**src/rtl/rssi_cca_pkg.sv**
```systemverilog
// ----------------------------------------------------------------------------
// rssi_cca_pkg
// Shared definitions for the energy-detect clear-channel assessment block:
//   - cca_state_t : 2-bit FSM state encoding (IDLE, BUSY_PEND, BUSY, IDLE_PEND)
//   - rssi_most_neg() : most-negative two's complement value of a given width,
//                       used as the reset / cleared value of the peak hold
// ----------------------------------------------------------------------------
package rssi_cca_pkg;

    typedef enum logic [1:0] {
        ST_IDLE      = 2'd0,
        ST_BUSY_PEND = 2'd1,
        ST_BUSY      = 2'd2,
        ST_IDLE_PEND = 2'd3
    } cca_state_t;

    // 1 followed by zeros at the requested width (e.g. -1024 for width 11)
    function automatic int rssi_most_neg(input int width);
        return -(1 << (width - 1));
    endfunction

endpackage

```
**src/rtl/sat_counter.sv**
```systemverilog
// ----------------------------------------------------------------------------
// sat_counter
// Saturating up-counter with synchronous clear. Clear has priority over
// increment; once the count reaches all-ones it holds there.
// Ports:
//   i_clk   : clock
//   i_rstn  : asynchronous active-low reset (count -> 0)
//   i_clr   : synchronous clear (count -> 0), wins over i_inc
//   i_inc   : increment request
//   o_cnt   : current count
// ----------------------------------------------------------------------------
module sat_counter #(
    parameter int CNT_WIDTH = 32
) (
    input  logic                 i_clk,
    input  logic                 i_rstn,
    input  logic                 i_clr,
    input  logic                 i_inc,
    output logic [CNT_WIDTH-1:0] o_cnt
);

    logic [CNT_WIDTH-1:0] r_cnt;

    function automatic logic [CNT_WIDTH-1:0] sat_inc(input logic [CNT_WIDTH-1:0] v);
        return (&v) ? v : v + CNT_WIDTH'(1);
    endfunction

    always_ff @(posedge i_clk or negedge i_rstn) begin
        if (!i_rstn) begin
            r_cnt <= '0;
        end else if (i_clr) begin
            r_cnt <= '0;
        end else if (i_inc) begin
            r_cnt <= sat_inc(r_cnt);
        end
    end

    assign o_cnt = r_cnt;

endmodule

```
**src/rtl/rssi_cca_ed.sv**
```systemverilog
// ----------------------------------------------------------------------------
// rssi_cca_ed
// Energy-detect clear-channel assessment on a 0.5 dB RSSI sample stream.
// Produces a debounced, hysteretic channel-busy decision for CSMA/backoff,
// plus busy-time statistics and a peak-RSSI hold for software.
// Ports:
//   clk, rstn           : clock, asynchronous active-low reset
//   rssi_half_db        : signed RSSI sample (0.5 dB step)
//   rssi_half_db_valid  : sample strobe
//   rssi_th_half_db     : signed busy threshold
//   rssi_hyst_half_db   : unsigned hysteresis below threshold for idle
//   min_busy_samples    : consecutive samples >= th to declare busy (0 acts as 1)
//   min_idle_samples    : consecutive samples < th-hyst to declare idle (0 acts as 1)
//   tx_on               : local transmit active, forces busy
//   stat_clear          : clears counters and peak (wins over a coincident sample)
//   ch_busy             : registered busy decision
//   busy_rise/busy_fall : one-cycle strobes coincident with ch_busy edges
//   busy_sample_cnt     : samples seen while ch_busy was 1 (saturating)
//   total_sample_cnt    : all samples seen (saturating)
//   rssi_peak_half_db   : maximum RSSI since last clear
// ----------------------------------------------------------------------------
module rssi_cca_ed
    import rssi_cca_pkg::*;
#(
    parameter int RSSI_HALF_DB_WIDTH = 11,
    parameter int HYST_WIDTH         = 5,
    parameter int DEBOUNCE_WIDTH     = 8,
    parameter int CNT_WIDTH          = 32
) (
    input  logic                          clk,
    input  logic                          rstn,
    input  logic [RSSI_HALF_DB_WIDTH-1:0] rssi_half_db,
    input  logic                          rssi_half_db_valid,
    input  logic [RSSI_HALF_DB_WIDTH-1:0] rssi_th_half_db,
    input  logic [HYST_WIDTH-1:0]         rssi_hyst_half_db,
    input  logic [DEBOUNCE_WIDTH-1:0]     min_busy_samples,
    input  logic [DEBOUNCE_WIDTH-1:0]     min_idle_samples,
    input  logic                          tx_on,
    input  logic                          stat_clear,
    output logic                          ch_busy,
    output logic                          busy_rise,
    output logic                          busy_fall,
    output logic [CNT_WIDTH-1:0]          busy_sample_cnt,
    output logic [CNT_WIDTH-1:0]          total_sample_cnt,
    output logic [RSSI_HALF_DB_WIDTH-1:0] rssi_peak_half_db
);

    localparam int RW = RSSI_HALF_DB_WIDTH;
    localparam logic [RW-1:0] PEAK_INIT = RW'(rssi_most_neg(RW));

    cca_state_t                r_state;
    cca_state_t                w_state_nxt;
    logic [DEBOUNCE_WIDTH-1:0] r_cnt;
    logic [DEBOUNCE_WIDTH-1:0] w_cnt_nxt;
    logic [DEBOUNCE_WIDTH-1:0] w_cnt_inc;
    logic [DEBOUNCE_WIDTH-1:0] w_busy_tgt;
    logic [DEBOUNCE_WIDTH-1:0] w_idle_tgt;
    logic                      r_ch_busy;
    logic                      r_rise;
    logic                      r_fall;
    logic                      w_busy_nxt;
    logic [RW-1:0]             r_peak;

    logic signed [RW-1:0]      w_rssi;
    logic signed [RW-1:0]      w_th;
    logic signed [RW:0]        w_rssi_ext;
    logic signed [RW:0]        w_th_lo;
    logic                      w_ge_th;
    logic                      w_lt_lo;

    // Idle threshold is formed one bit wider so th - hyst never wraps
    assign w_rssi     = $signed(rssi_half_db);
    assign w_th       = $signed(rssi_th_half_db);
    assign w_rssi_ext = $signed({rssi_half_db[RW-1], rssi_half_db});
    assign w_th_lo    = $signed({rssi_th_half_db[RW-1], rssi_th_half_db})
                      - $signed({{(RW + 1 - HYST_WIDTH){1'b0}}, rssi_hyst_half_db});
    assign w_ge_th    = (w_rssi >= w_th);
    assign w_lt_lo    = (w_rssi_ext < w_th_lo);

    // A debounce target of 0 is treated as 1 so a single sample decides
    assign w_busy_tgt = (min_busy_samples == '0) ? DEBOUNCE_WIDTH'(1) : min_busy_samples;
    assign w_idle_tgt = (min_idle_samples == '0) ? DEBOUNCE_WIDTH'(1) : min_idle_samples;
    assign w_cnt_inc  = r_cnt + DEBOUNCE_WIDTH'(1);

    // Next-state: targets may change mid-pend, so ">=" lets a lowered target
    // terminate the pend on the next qualifying sample.
    always_comb begin
        w_state_nxt = r_state;
        w_cnt_nxt   = r_cnt;
        if (tx_on) begin
            w_state_nxt = ST_BUSY;
            w_cnt_nxt   = '0;
        end else if (rssi_half_db_valid) begin
            case (r_state)
                ST_IDLE: begin
                    if (w_ge_th) begin
                        w_cnt_nxt   = DEBOUNCE_WIDTH'(1);
                        w_state_nxt = (w_busy_tgt <= DEBOUNCE_WIDTH'(1)) ? ST_BUSY : ST_BUSY_PEND;
                    end
                end
                ST_BUSY_PEND: begin
                    if (w_ge_th) begin
                        w_cnt_nxt = w_cnt_inc;
                        if (w_cnt_inc >= w_busy_tgt) begin
                            w_state_nxt = ST_BUSY;
                        end
                    end else begin
                        w_state_nxt = ST_IDLE;
                        w_cnt_nxt   = '0;
                    end
                end
                ST_BUSY: begin
                    if (w_lt_lo) begin
                        w_cnt_nxt   = DEBOUNCE_WIDTH'(1);
                        w_state_nxt = (w_idle_tgt <= DEBOUNCE_WIDTH'(1)) ? ST_IDLE : ST_IDLE_PEND;
                    end
                end
                ST_IDLE_PEND: begin
                    if (w_lt_lo) begin
                        w_cnt_nxt = w_cnt_inc;
                        if (w_cnt_inc >= w_idle_tgt) begin
                            w_state_nxt = ST_IDLE;
                        end
                    end else begin
                        w_state_nxt = ST_BUSY;
                        w_cnt_nxt   = '0;
                    end
                end
                default: begin
                    w_state_nxt = ST_IDLE;
                    w_cnt_nxt   = '0;
                end
            endcase
        end
    end

    assign w_busy_nxt = (w_state_nxt == ST_BUSY) || (w_state_nxt == ST_IDLE_PEND);

    always_ff @(posedge clk or negedge rstn) begin
        if (!rstn) begin
            r_state   <= ST_IDLE;
            r_cnt     <= '0;
            r_ch_busy <= 1'b0;
            r_rise    <= 1'b0;
            r_fall    <= 1'b0;
        end else begin
            r_state   <= w_state_nxt;
            r_cnt     <= w_cnt_nxt;
            r_ch_busy <= w_busy_nxt;
            r_rise    <= w_busy_nxt & ~r_ch_busy;
            r_fall    <= ~w_busy_nxt & r_ch_busy;
        end
    end

    always_ff @(posedge clk or negedge rstn) begin
        if (!rstn) begin
            r_peak <= PEAK_INIT;
        end else if (stat_clear) begin
            r_peak <= PEAK_INIT;
        end else if (rssi_half_db_valid && (w_rssi > $signed(r_peak))) begin
            r_peak <= rssi_half_db;
        end
    end

    // Busy samples are qualified by the decision already registered when the
    // sample arrives, not by the decision that sample produces.
    sat_counter #(.CNT_WIDTH(CNT_WIDTH)) u_total_cnt (
        .i_clk  (clk),
        .i_rstn (rstn),
        .i_clr  (stat_clear),
        .i_inc  (rssi_half_db_valid),
        .o_cnt  (total_sample_cnt)
    );

    sat_counter #(.CNT_WIDTH(CNT_WIDTH)) u_busy_cnt (
        .i_clk  (clk),
        .i_rstn (rstn),
        .i_clr  (stat_clear),
        .i_inc  (rssi_half_db_valid & r_ch_busy),
        .o_cnt  (busy_sample_cnt)
    );

    assign ch_busy           = r_ch_busy;
    assign busy_rise         = r_rise;
    assign busy_fall         = r_fall;
    assign rssi_peak_half_db = r_peak;

endmodule

```
**config.mk**
```make
export PLATFORM = sky130hd
export DESIGN_NAME = rssi_cca_ed
export DESIGN_NICKNAME = d
export VERILOG_FILES = /design/src/rtl/rssi_cca_pkg.sv /design/src/rtl/sat_counter.sv /design/src/rtl/rssi_cca_ed.sv
export SDC_FILE = /design/constraint.sdc
export NUM_CORES = 1
export LEC_CHECK = 0
export CAP_MARGIN = 0
export CORE_ASPECT_RATIO = 1.2
export CORE_MARGIN = 5
export CORE_UTILIZATION = 34
export CTS_CLUSTER_DIAMETER = 60
export DETAILED_ROUTE_END_ITERATION = 10
export PLACE_DENSITY = 0.61
export SLEW_MARGIN = 20
export SYNTH_ARGS = -nofsm -noshare
export SYNTH_HDL_FRONTEND = slang
export SYNTH_SLANG_ARGS = --single-unit
```
**constraint.sdc**
```tcl
create_clock -name clk -period 6.74 [get_ports clk]
set_input_delay 1.011 -clock clk [delete_from_list [all_inputs] [get_ports clk]]
set_output_delay 1.011 -clock clk [all_outputs]
set_load 0.005 [all_outputs]
```
==> results.sh, run 1 <==
export IMPL_layout_commonest_cell="clkdlybuf4s50_1"
export IMPL_maxCapViolations=0
export IMPL_h_tree_depth=3
export IMPL_cp_arrival_ps=4800
export IMPL_hold_class="reg -> reg"
export IMPL_async_flop_share=1.00
export IMPL_grt_usage=0.155
export IMPL_slew_limit_headroom=0.411
export IMPL_die_h_um=160
export IMPL_critPathRequiredTime_ps=7010
export IMPL_die_area_sq_um=21500
export IMPL_power_leakage_nw=3.44
export IMPL_rsz0062_at_grt="false"
export IMPL_drc=0
export IMPL_layout_cells_non_filler=1052
export IMPL_insertedDiodeCount=0
export IMPL_floorplan_initialDensity=0.348
export IMPL_num_vias=5484
export IMPL_worst_pin_slew_ps=884
export IMPL_fin_ws_ps=2210
export IMPL_drt_antenna_violating_nets=0
export IMPL_io_pins=126
export IMPL_nNetsFinal=929
export IMPL_syn_inst=706
export IMPL_place_congestion=0.809
export IMPL_drt_iter0_drc=200
export IMPL_fmax_ghz=0.221
export IMPL_std_cell_rows=54
export IMPL_synth_edf_count=0
export IMPL_cp_max_fo=9
export IMPL_power_density_nw_per_um2=159
export IMPL_setup_viol=0
export IMPL_crit_type="in -> reg"
export IMPL_yosysSeqAreaShare=0.347
export IMPL_drv_slew=0
export IMPL_dpl_cell_count=1036
export IMPL_syn_nets=812
export IMPL_dpl_cell_area_sq_um=7780
export IMPL_chipWidth_um=135
export IMPL_tritoncts="done"
export IMPL_drt_pass1_iter_count=6
export IMPL_grt_pass1_vias=5511
export IMPL_final_area_sq_um=8090
export IMPL_period_share=0.672
export IMPL_hold_buffers=0
export IMPL_ctsResizeCount=0
export IMPL_yosysWarnings=0
export IMPL_status="complete, no violations"
export IMPL_wl_per_cell_um=15.9
export IMPL_ys_ff_latch=88
export IMPL_layout_common_cells="123 x clkdlybuf4s50_1, 87 x dfrtp_1, 76 x nor2_1, 57 x ha_1, 53 x inv_1"
export IMPL_layout_drive_gt1_share=0.0495
export IMPL_cts_root_buf="clkbuf_16"
export IMPL_whs_ps=522
export IMPL_synth_cell_types=66
export IMPL_finalClockSkew_ps=13.1
export IMPL_port_buffers=125
export IMPL_synth_flop_cell="dfrtp_1"
export IMPL_avgSynthCellArea_sq_um=8.99
export IMPL_setup_tns_ps=0
export IMPL_grt_max_degree=89
export IMPL_numCtsBuffers=9
export IMPL_layout_min_cycle_time_ps=4530
export IMPL_clock_sinks=88
export IMPL_grt_pass1_wl_mm=27.9
export IMPL_cts_buffer_depth=2
export IMPL_cp_start_kind="primary input"
export IMPL_grt_ovfl_total=0
export IMPL_place_ws_ps=1890
export IMPL_area_growth_pct=27.5
export IMPL_wl_mm=16.7
export IMPL_hpwl_mm=12.4
export IMPL_netlist_area_sq_um=6340
export IMPL_ir_drop_v=0.000106
export IMPL_routed_via_density=5.21
export IMPL_post_cts_setup_buffers=0
export IMPL_clkTransAtPathRegs_ps=60
export IMPL_crit_path_end_kind="flip-flop"
export IMPL_hold_violations=0
export IMPL_antenna_found_initial=0
export IMPL_clk_latency_ps=340
export IMPL_core_sq_um=18200
==> final timing paths <==
path / start / endpoint / slack, ps / cells after the start
min in group asynchronous: rstn / u_busy_cnt.o_cnt[27]$_DFFE_PN0P_ / 650 / 1
max: rssi_hyst_half_db[1] / busy_fall$_DFF_PN0_ / 2210 / 16
min reg2reg: r_cnt[7]$_DFFE_PN0P_ / r_cnt[7]$_DFFE_PN0P_ / 520 / 1
max reg2reg: r_cnt[0]$_DFFE_PN0P_ / busy_fall$_DFF_PN0_ / 3700 / 11
max in group asynchronous: rstn / busy_rise$_DFF_PN0_ / 5020 / 2
min: r_cnt[7]$_DFFE_PN0P_ / r_cnt[7]$_DFFE_PN0P_ / 520 / 1
==> flip-flops by register name, indices dropped and copies added, names as in the netlist <==
register	count
r_state	2
rssi_peak_half_db	11
busy_rise	1
r_cnt	8
u_busy_cnt.o_cnt	32
ch_busy	1
busy_fall	1
u_total_cnt.o_cnt	32
==> layout make-up <==
class | count | area (sq um)
clock buffers | 11 | 243
clock inverters | 5 | 63.8
fillers | 1805 | 10200
inverters | 53 | 199
multi-input cells | 543 | 3830
flip-flops and latches | 88 | 2200
well taps | 224 | 280
repair buffers | 128 | 1270
==> cells in the mapped netlist (8+ instances only) <==
master / instances / share of area
inv_1: 53 / 0.031
nor2_1: 76 / 0.045
xnor2_1: 45 / 0.062
o211ai_1: 9 / 0.011
clkbuf_1: 14 / 0.0083
dfrtp_1: 87 / 0.34
o21ai_0: 24 / 0.019
nor3_1: 28 / 0.022
ha_1: 57 / 0.11
nor4_1: 10 / 0.0099
nand3_1: 19 / 0.015
and4_1: 8 / 0.011
or3_1: 10 / 0.0099
nand2_1: 38 / 0.022
a21oi_1: 33 / 0.026
and3_1: 15 / 0.015
o2111ai_1: 8 / 0.011
mux2i_1: 14 / 0.022
xor2_1: 17 / 0.023
nand4_1: 20 / 0.020
nand2b_1: 27 / 0.027
==> cells by family (layout without fill, tap and decap cells) <==
logic type | count (synthesis) | count (layout) | synth area share
AOI/OAI and AO/OA | 119 | 119 | 0.126
xor gates and xnor gates | 62 | 62 | 0.0856
adders and majority gates | 58 | 58 | 0.116
buffers and inverters | 75 | 197 | 0.0489
DFF | 88 | 88 | 0.347
muxes | 15 | 15 | 0.0239
and+or+nand+nor | 289 | 289 | 0.252
==> stage by stage <==
stage | utilization | total power, mW
CTS | 0.443 | 1.31
finish | 0.443 | 1.29
global placement | 0.426 | 0.778
floorplan | - | 0.681
global route | 0.443 | 1.36
detailed placement | 0.426 | 0.780
==> per-layer routing <==
layer / track usage / share of wire / vias to the layer above
met1: 0.214 / 0.48 / 2590
met4: 0.0417 / 0.016 / 0
li1: - / - / 2761
met5: 0 / 0 / -
met3: 0.0296 / 0.037 / 19
met2: 0.250 / 0.47 / 114
==> critical path, stage by stage <==
cell and delay [ps]:
clkdlybuf4s50_1 460, inv_1 60, ha_1 260, nor2b_1 120
o21ai_0 220, a21boi_0 120, o21ai_0 430, nor2b_1 230
xnor2_1 140, ha_1 260, nand3_1 80, a21oi_1 40
a211oi_1 340, o22a_2 310, nor4b_1 540, o21a_1 180
==> power by group <==
part           switching, mW  internal (mW)
Combinational          0.112          0.103
Clock                  0.218          0.300
Sequential            0.0140          0.539
Total                  0.344          0.942
(Power assumes the default switching activity.)
==> inputs of run 2 (changes only) <==
Clock period 6.74 ns to 4.5 ns, I/O delays scaled along.
==> run 2 against run 1 <==
Power grew 44%. Flip-flop and latch count did not move. Highest routed layer unchanged. Clock skew fell by 4.5 ps. Via count rose by 1.5%. Worst hold slack worse by 160 ps.
==> results.sh, run 2 (same netlist as run 1, synthesis figures left out) <==
export IMPL_path_cells="clkdlybuf4s50_1 > inv_1 > ha_1 > inv_1 > fa_1 > nand2_1 > nand2_1 > a21oi_1 > nand2b_1 > and3_1 > xnor2_1 > ha_1 > a21oi_1 > a21oi_1 > nor2_1 > o22a_2 > or2_2 > a32o_1"
export IMPL_regToRegEndpoint="busy_fall$_DFF_PN0_"
export IMPL_power_density_nw_per_um2=229
export IMPL_num_vias=5569
export IMPL_power_leakage_nw=3.42
export IMPL_numCtsBuffers=9
export IMPL_worst_pin_slew_ps=908
export IMPL_crit_slowest_cell="clkdlybuf4s50_1"
export IMPL_fmax_ghz=0.255
export IMPL_clk_latency_ps=340
export IMPL_layout_common_cells="123 x clkdlybuf4s50_1, 87 x dfrtp_1, 76 x nor2_1, 57 x ha_1, 53 x inv_1"
export IMPL_critPathRequiredTime_ps=4720
export IMPL_grt_usage=0.161
export IMPL_critPathBufInv=3
export IMPL_drc=0
export IMPL_cpLargestDelayFamily="compound AO/OA/AOI/OAI gates"
export IMPL_finalPower_mw=1.85
export IMPL_setup_viol=0
export IMPL_ir_drop_v=0.000145
export IMPL_worstReg2RegStart="r_cnt[0]$_DFFE_PN0P_"
export IMPL_rsz0062_at_grt="false"
export IMPL_nNetsFinal=931
export IMPL_final_area_sq_um=8060
export IMPL_grt_pass1_wl_mm=28.6
export IMPL_whs_ps=366
export IMPL_routed_via_density=5.28
export IMPL_layout_drive_gt1_share=0.0494
export IMPL_wl_mm=17.0
export IMPL_period_share=0.870
export IMPL_tritoncts="done"
export IMPL_crit_type="in -> reg"
export IMPL_grt_pass1_vias=5709
export IMPL_cp_slowest_stage_delay_ps=420
export IMPL_grt_ovfl_total=0
export IMPL_layout_min_cycle_time_ps=3920
export IMPL_floorplan_initialDensity=0.348
export IMPL_drt_iter0_drc=240
export IMPL_drt_pass1_iter_count=5
export IMPL_cts_root_buf="clkbuf_16"
export IMPL_antenna_found_initial=0
export IMPL_hold_class="in -> async"
export IMPL_maxCapViolations=0
export IMPL_setup_tns_ps=0
export IMPL_drt_antenna_violating_nets=0
export IMPL_insertedDiodeCount=0
export IMPL_die_h_um=160
export IMPL_wl_per_cell_um=16.1
export IMPL_path_common_cell="a21oi_1"
export IMPL_fin_util=0.442
export IMPL_layout_commonest_cell="clkdlybuf4s50_1"
export IMPL_status="complete, no violations"
export IMPL_grt_max_degree=56
export IMPL_std_cell_rows=54
export IMPL_core_sq_um=18200
export IMPL_hold_buffers=0
export IMPL_slew_limit_headroom=0.395
export IMPL_chipWidth_um=135
export IMPL_finalClockSkew_ps=8.65
export IMPL_die_area_sq_um=21500
export IMPL_clock_sinks=88
export IMPL_ctsResizeCount=0
export IMPL_worst_r2r_path_depth=11
export IMPL_cp_arrival_ps=4140
export IMPL_io_pins=126
export IMPL_crit_path_end_kind="flip-flop"
export IMPL_h_tree_depth=3
export IMPL_area_growth_pct=27.0
export IMPL_port_buffers=125
export IMPL_cp_max_fo=9
export IMPL_clkTransAtPathRegs_ps=70
export IMPL_hpwl_mm=12.8
export IMPL_post_cts_setup_buffers=0
export IMPL_hold_violations=0
export IMPL_dpl_cell_area_sq_um=7790
export IMPL_nFillCells=1851
export IMPL_cp_start_kind="primary input"
export IMPL_drv_slew=0
export IMPL_cts_buffer_depth=2
export IMPL_place_congestion=0.820
export IMPL_rrSetupSlack_ps=1470
export IMPL_crit_start="rssi_th_half_db[0]"
-- run 2: cell types whose count changed in the layout (fill, tap and decap cells not counted) --
cell        change
clkinv_4        -2
clkinv_2        +1
bufinv_16       -1
clkinvlp_4      +1
clkbuf_1        +2
clkbuf_8        -1
buf_4           +2
-- run 2: cell type report --
type | count | area, sq um | area share
clock buffer | 12 | 236 | 0.0293
clock inverter | 4 | 28.8 | 0.00357
inverter | 53 | 199 | 0.0247
multi-input combinational | 543 | 3830 | 0.475
sequential | 88 | 2200 | 0.273
tap | 224 | 280 | 0.0348
timing repair buffer | 130 | 1280 | 0.159
-- run 2: worst max path at each step --
stage / to / slack (ps) / cells after the start
finish: r_cnt[6]$_DFFE_PN0P_ / 580 / 18
global route: r_cnt[5]$_DFFE_PN0P_ / 280 / 18
CTS: r_cnt[6]$_DFFE_PN0P_ / 610 / 18
detailed placement: r_cnt[5]$_DFFE_PN0P_ / 250 / 18
global placement: r_cnt[6]$_DFFE_PN0P_ / 340 / 18
floorplan: busy_fall$_DFF_PN0_ / 950 / 15
-- run 2: power breakdown --
group	total, mW	internal, mW	leakage, nW	switching, mW
Sequential	0.828	0.807	1.21	0.0212
Clock	0.694	0.376	0.123	0.318
Combinational	0.327	0.156	2.09	0.170
-- run 2: routing by layer --
| layer | vias up | track usage | wire length, um |
|---|---|---|---|
| met5 | - | 0 | 0 |
| met4 | 0 | 0.0477 | 317 |
| met3 | 24 | 0.0296 | 699 |
| met2 | 127 | 0.264 | 8200 |
| met1 | 2658 | 0.216 | 7790 |
| li1 | 2760 | - | - |
-- run 2: through the flow --
| step | setup slack (ps) | instances |
|---|---|---|
| global route | 285 | 1054 |
| finish | 585 | 1054 |
| CTS | 609 | 1054 |
| detailed placement | 254 | 1038 |
| global placement | 345 | 1038 |
| floorplan | 952 | 706 |
==> inputs of run 3 (changes only) <==
Settings changed: ABC_AREA set to 1, PLACE_DENSITY 0.61 to not set, PLACE_DENSITY_LB_ADDON set to 0.1, TNS_END_PERCENT set to 30.
==> run 3 against run 2 <==
Worst hold slack better by 4.5 ps. Combinational power is 20% higher. Utilization is 0.76 points lower. Die area is 9.2% higher. Final area is 8.7% higher. Via count is 20% higher. Clock power is 20% higher. Synthesized cell count is 38% higher. Critical path type unchanged.
==> results.sh, run 3 <==
export IMPL_crit_path_end_kind="flip-flop"
export IMPL_ys_ff_latch=88
export IMPL_layout_min_cycle_time_ps=4010
export IMPL_cts_root_buf="clkbuf_16"
export IMPL_synth_cell_types=42
export IMPL_fmax_ghz=0.250
export IMPL_hold_class="in -> async"
export IMPL_wl_mm=19.9
export IMPL_drt_antenna_violating_nets=0
export IMPL_dpl_cell_area_sq_um=8450
export IMPL_p_comb_frac=0.190
export IMPL_insertedDiodeCount=0
export IMPL_chipWidth_um=141
export IMPL_worst_pin_slew_ps=825
export IMPL_grt_max_degree=55
export IMPL_drt_iter0_drc=360
export IMPL_cp_arrival_ps=4300
export IMPL_area_growth_pct=25.7
export IMPL_drc=0
export IMPL_synth_most_common_cell="nand2_1"
export IMPL_worstReg2RegStart="u_total_cnt.o_cnt[0]$_DFFE_PN0P_"
export IMPL_core_sq_um=20200
export IMPL_maxCapViolations=0
export IMPL_power_frac_clock=0.403
export IMPL_routed_via_density=4.91
export IMPL_tritoncts="done"
export IMPL_clock_sinks=88
export IMPL_synth_common_cells="245 x nand2_1, 124 x inv_1, 87 x dfrtp_1"
export IMPL_layout_cells_non_filler=1362
export IMPL_syn_nets=1081
export IMPL_fin_util=0.434
export IMPL_synth_top_area_cell="dfrtp_1"
export IMPL_grt_pass1_wl_mm=33.3
export IMPL_cp_slowest_stage_delay_ps=450
export IMPL_slew_limit_headroom=0.449
export IMPL_avgSynthCellArea_sq_um=7.15
export IMPL_syn_inst=975
export IMPL_cpLargestDelayFamily="simple AND/OR/NAND/NOR gates"
export IMPL_nNetsFinal=1198
export IMPL_drv_slew=0
export IMPL_crit_start="rssi_hyst_half_db[2]"
export IMPL_place_congestion=0.867
export IMPL_io_pins=126
export IMPL_grt_ovfl_total=0
export IMPL_layout_common_cells="245 x nand2_1, 124 x inv_1, 124 x clkdlybuf4s50_1, 87 x dfrtp_1, 79 x nor2_1"
export IMPL_grt_usage=0.173
export IMPL_hold_violations=0
export IMPL_ir_drop_v=0.000173
export IMPL_wl_per_cell_um=14.6
export IMPL_yosysWarnings=0
export IMPL_hold_buffers=0
export IMPL_die_area_sq_um=23500
export IMPL_final_area_sq_um=8760
export IMPL_setup_tns_ps=0
export IMPL_crit_type="in -> reg"
export IMPL_port_buffers=125
export IMPL_path_cells="clkdlybuf4s50_1 > inv_1 > ha_1 > a21oi_1 > o21ai_0 > a21oi_1 > nand3_1 > nor3_1 > a21oi_1 > ha_1 > nand2_1 > inv_1 > nand3_1 > nor2_1 > nand2_1 > nand2_1 > nand2_1 > nand3_1 > nand3_1 > nor2_2 > nand2_1 > nand2_1"
export IMPL_synth_area_leaders="dfrtp_1 31%, nand2_1 13%, ha_1 10%, inv_1 6.7%, nor2_1 4.3%"
export IMPL_setup_viol=0
export IMPL_crit_slowest_cell="clkdlybuf4s50_1"
export IMPL_synth_flop_cell="dfrtp_1"
export IMPL_yosysSeqAreaShare=0.316
export IMPL_rsz0062_at_grt="false"
export IMPL_p_int_mw=1.49
export IMPL_cp_max_fo=11
export IMPL_h_tree_depth=3
export IMPL_die_h_um=167
export IMPL_drt_pass1_iter_count=5
export IMPL_path_common_cell="nand2_1"
export IMPL_clkTransAtPathRegs_ps=70
export IMPL_layout_drive_gt1_share=0.0638
export IMPL_async_flop_share=1.00
export IMPL_p_sw_mw=0.576
export IMPL_yosysTopAreaCellShare=0.312
export IMPL_power_leakage_nw=3.74
export IMPL_p_sw_frac=0.279
export IMPL_synth_edf_count=0
export IMPL_power_density_nw_per_um2=235
export IMPL_std_cell_rows=57
export IMPL_clk_latency_ps=350
export IMPL_grt_pass1_vias=6627
export IMPL_num_vias=6693
export IMPL_critPathRequiredTime_ps=4790
export IMPL_floorplan_initialDensity=0.345
export IMPL_antenna_found_initial=0
export IMPL_cp_start_kind="primary input"
export IMPL_netlist_area_sq_um=6970
export IMPL_numCtsBuffers=9
export IMPL_finalClockSkew_ps=6.16
export IMPL_pwr_share_seq=0.407
export IMPL_ctsResizeCount=0
export IMPL_cts_buffer_depth=2
export IMPL_critPathBufInv=3
export IMPL_dpl_cell_count=1346
export IMPL_post_cts_setup_buffers=0
export IMPL_layout_commonest_cell="nand2_1"
export IMPL_period_share=0.890
export IMPL_hpwl_mm=15.8
export IMPL_status="complete, no violations"
run 3: cell types whose count changed after synthesis, sizes merged, moves of 14 or more:
cell,before,now
xnor2,45,14
mux2i,14,0
nand2,38,251
and3,15,0
nand4,25,39
o31ai,0,30
nand3,19,61
nand2b,27,0
o21ai,25,60
inv,53,135
run 3: worst paths after layout:
check,end,slack [ps],depth (start not counted)
hold / removal,rssi_peak_half_db[5]$_DFFE_PN0P_,370,1
min in group clk,u_total_cnt.o_cnt[16]$_DFFE_PN0P_,510,2
max in group asynchronous,rssi_peak_half_db[10]$_DFFE_PN1P_,3150,2
setup reg to reg,u_total_cnt.o_cnt[26]$_DFFE_PN0P_,1760,10
setup / recovery,r_cnt[1]$_DFFE_PN0P_,490,22
hold reg to reg,u_total_cnt.o_cnt[16]$_DFFE_PN0P_,510,2
run 3: area by class of cell:
class                      instances  area, sq um
clock buffer                      13          250
clock inverter                     3         65.1
fill                            2076        11400
inverter                         136          510
multi-input combinational        729         4130
sequential                        88         2200
tap                              265          332
timing repair buffer             128         1270
run 3: layer usage:
metal  vias to the layer above  track usage  part of all wire
met5                         -            0                 0
met4                         0       0.0573             0.017
met3                        19       0.0155             0.031
met2                       133        0.304              0.49
met1                      3080        0.223              0.46
li1                       3461            -                 -
run 3: power by group through the flow:
stage / Clock [mW] / Combinational (mW) / Sequential (mW)
floorplan: 0 / 0.237 / 0.848
global placement: 0 / 0.398 / 0.855
detailed placement: 0 / 0.401 / 0.855
CTS: 0.854 / 0.403 / 0.840
global route: 0.880 / 0.455 / 0.844
finish: 0.831 / 0.392 / 0.840
run 3: kinds of logic after synthesis:
| family | count (synthesis) | share of synthesized area |
|---|---|---|
| buf+inv | 158 | 0.0910 |
| fa+ha+maj | 58 | 0.105 |
| xor+xnor | 42 | 0.0528 |
| simple gates | 497 | 0.323 |
| flops | 88 | 0.316 |
| compound gates | 132 | 0.112 |
run 3: per-stage QoR:
stage / hold WS [ps] / power, mW / worst slack [ps]
floorplan: 379 / 1.08 / 1170
global route: 443 / 2.18 / 25.1
finish: 371 / 2.06 / 494
global placement: 497 / 1.25 / 218
detailed placement: 495 / 1.26 / 119
CTS: 410 / 2.10 / 487
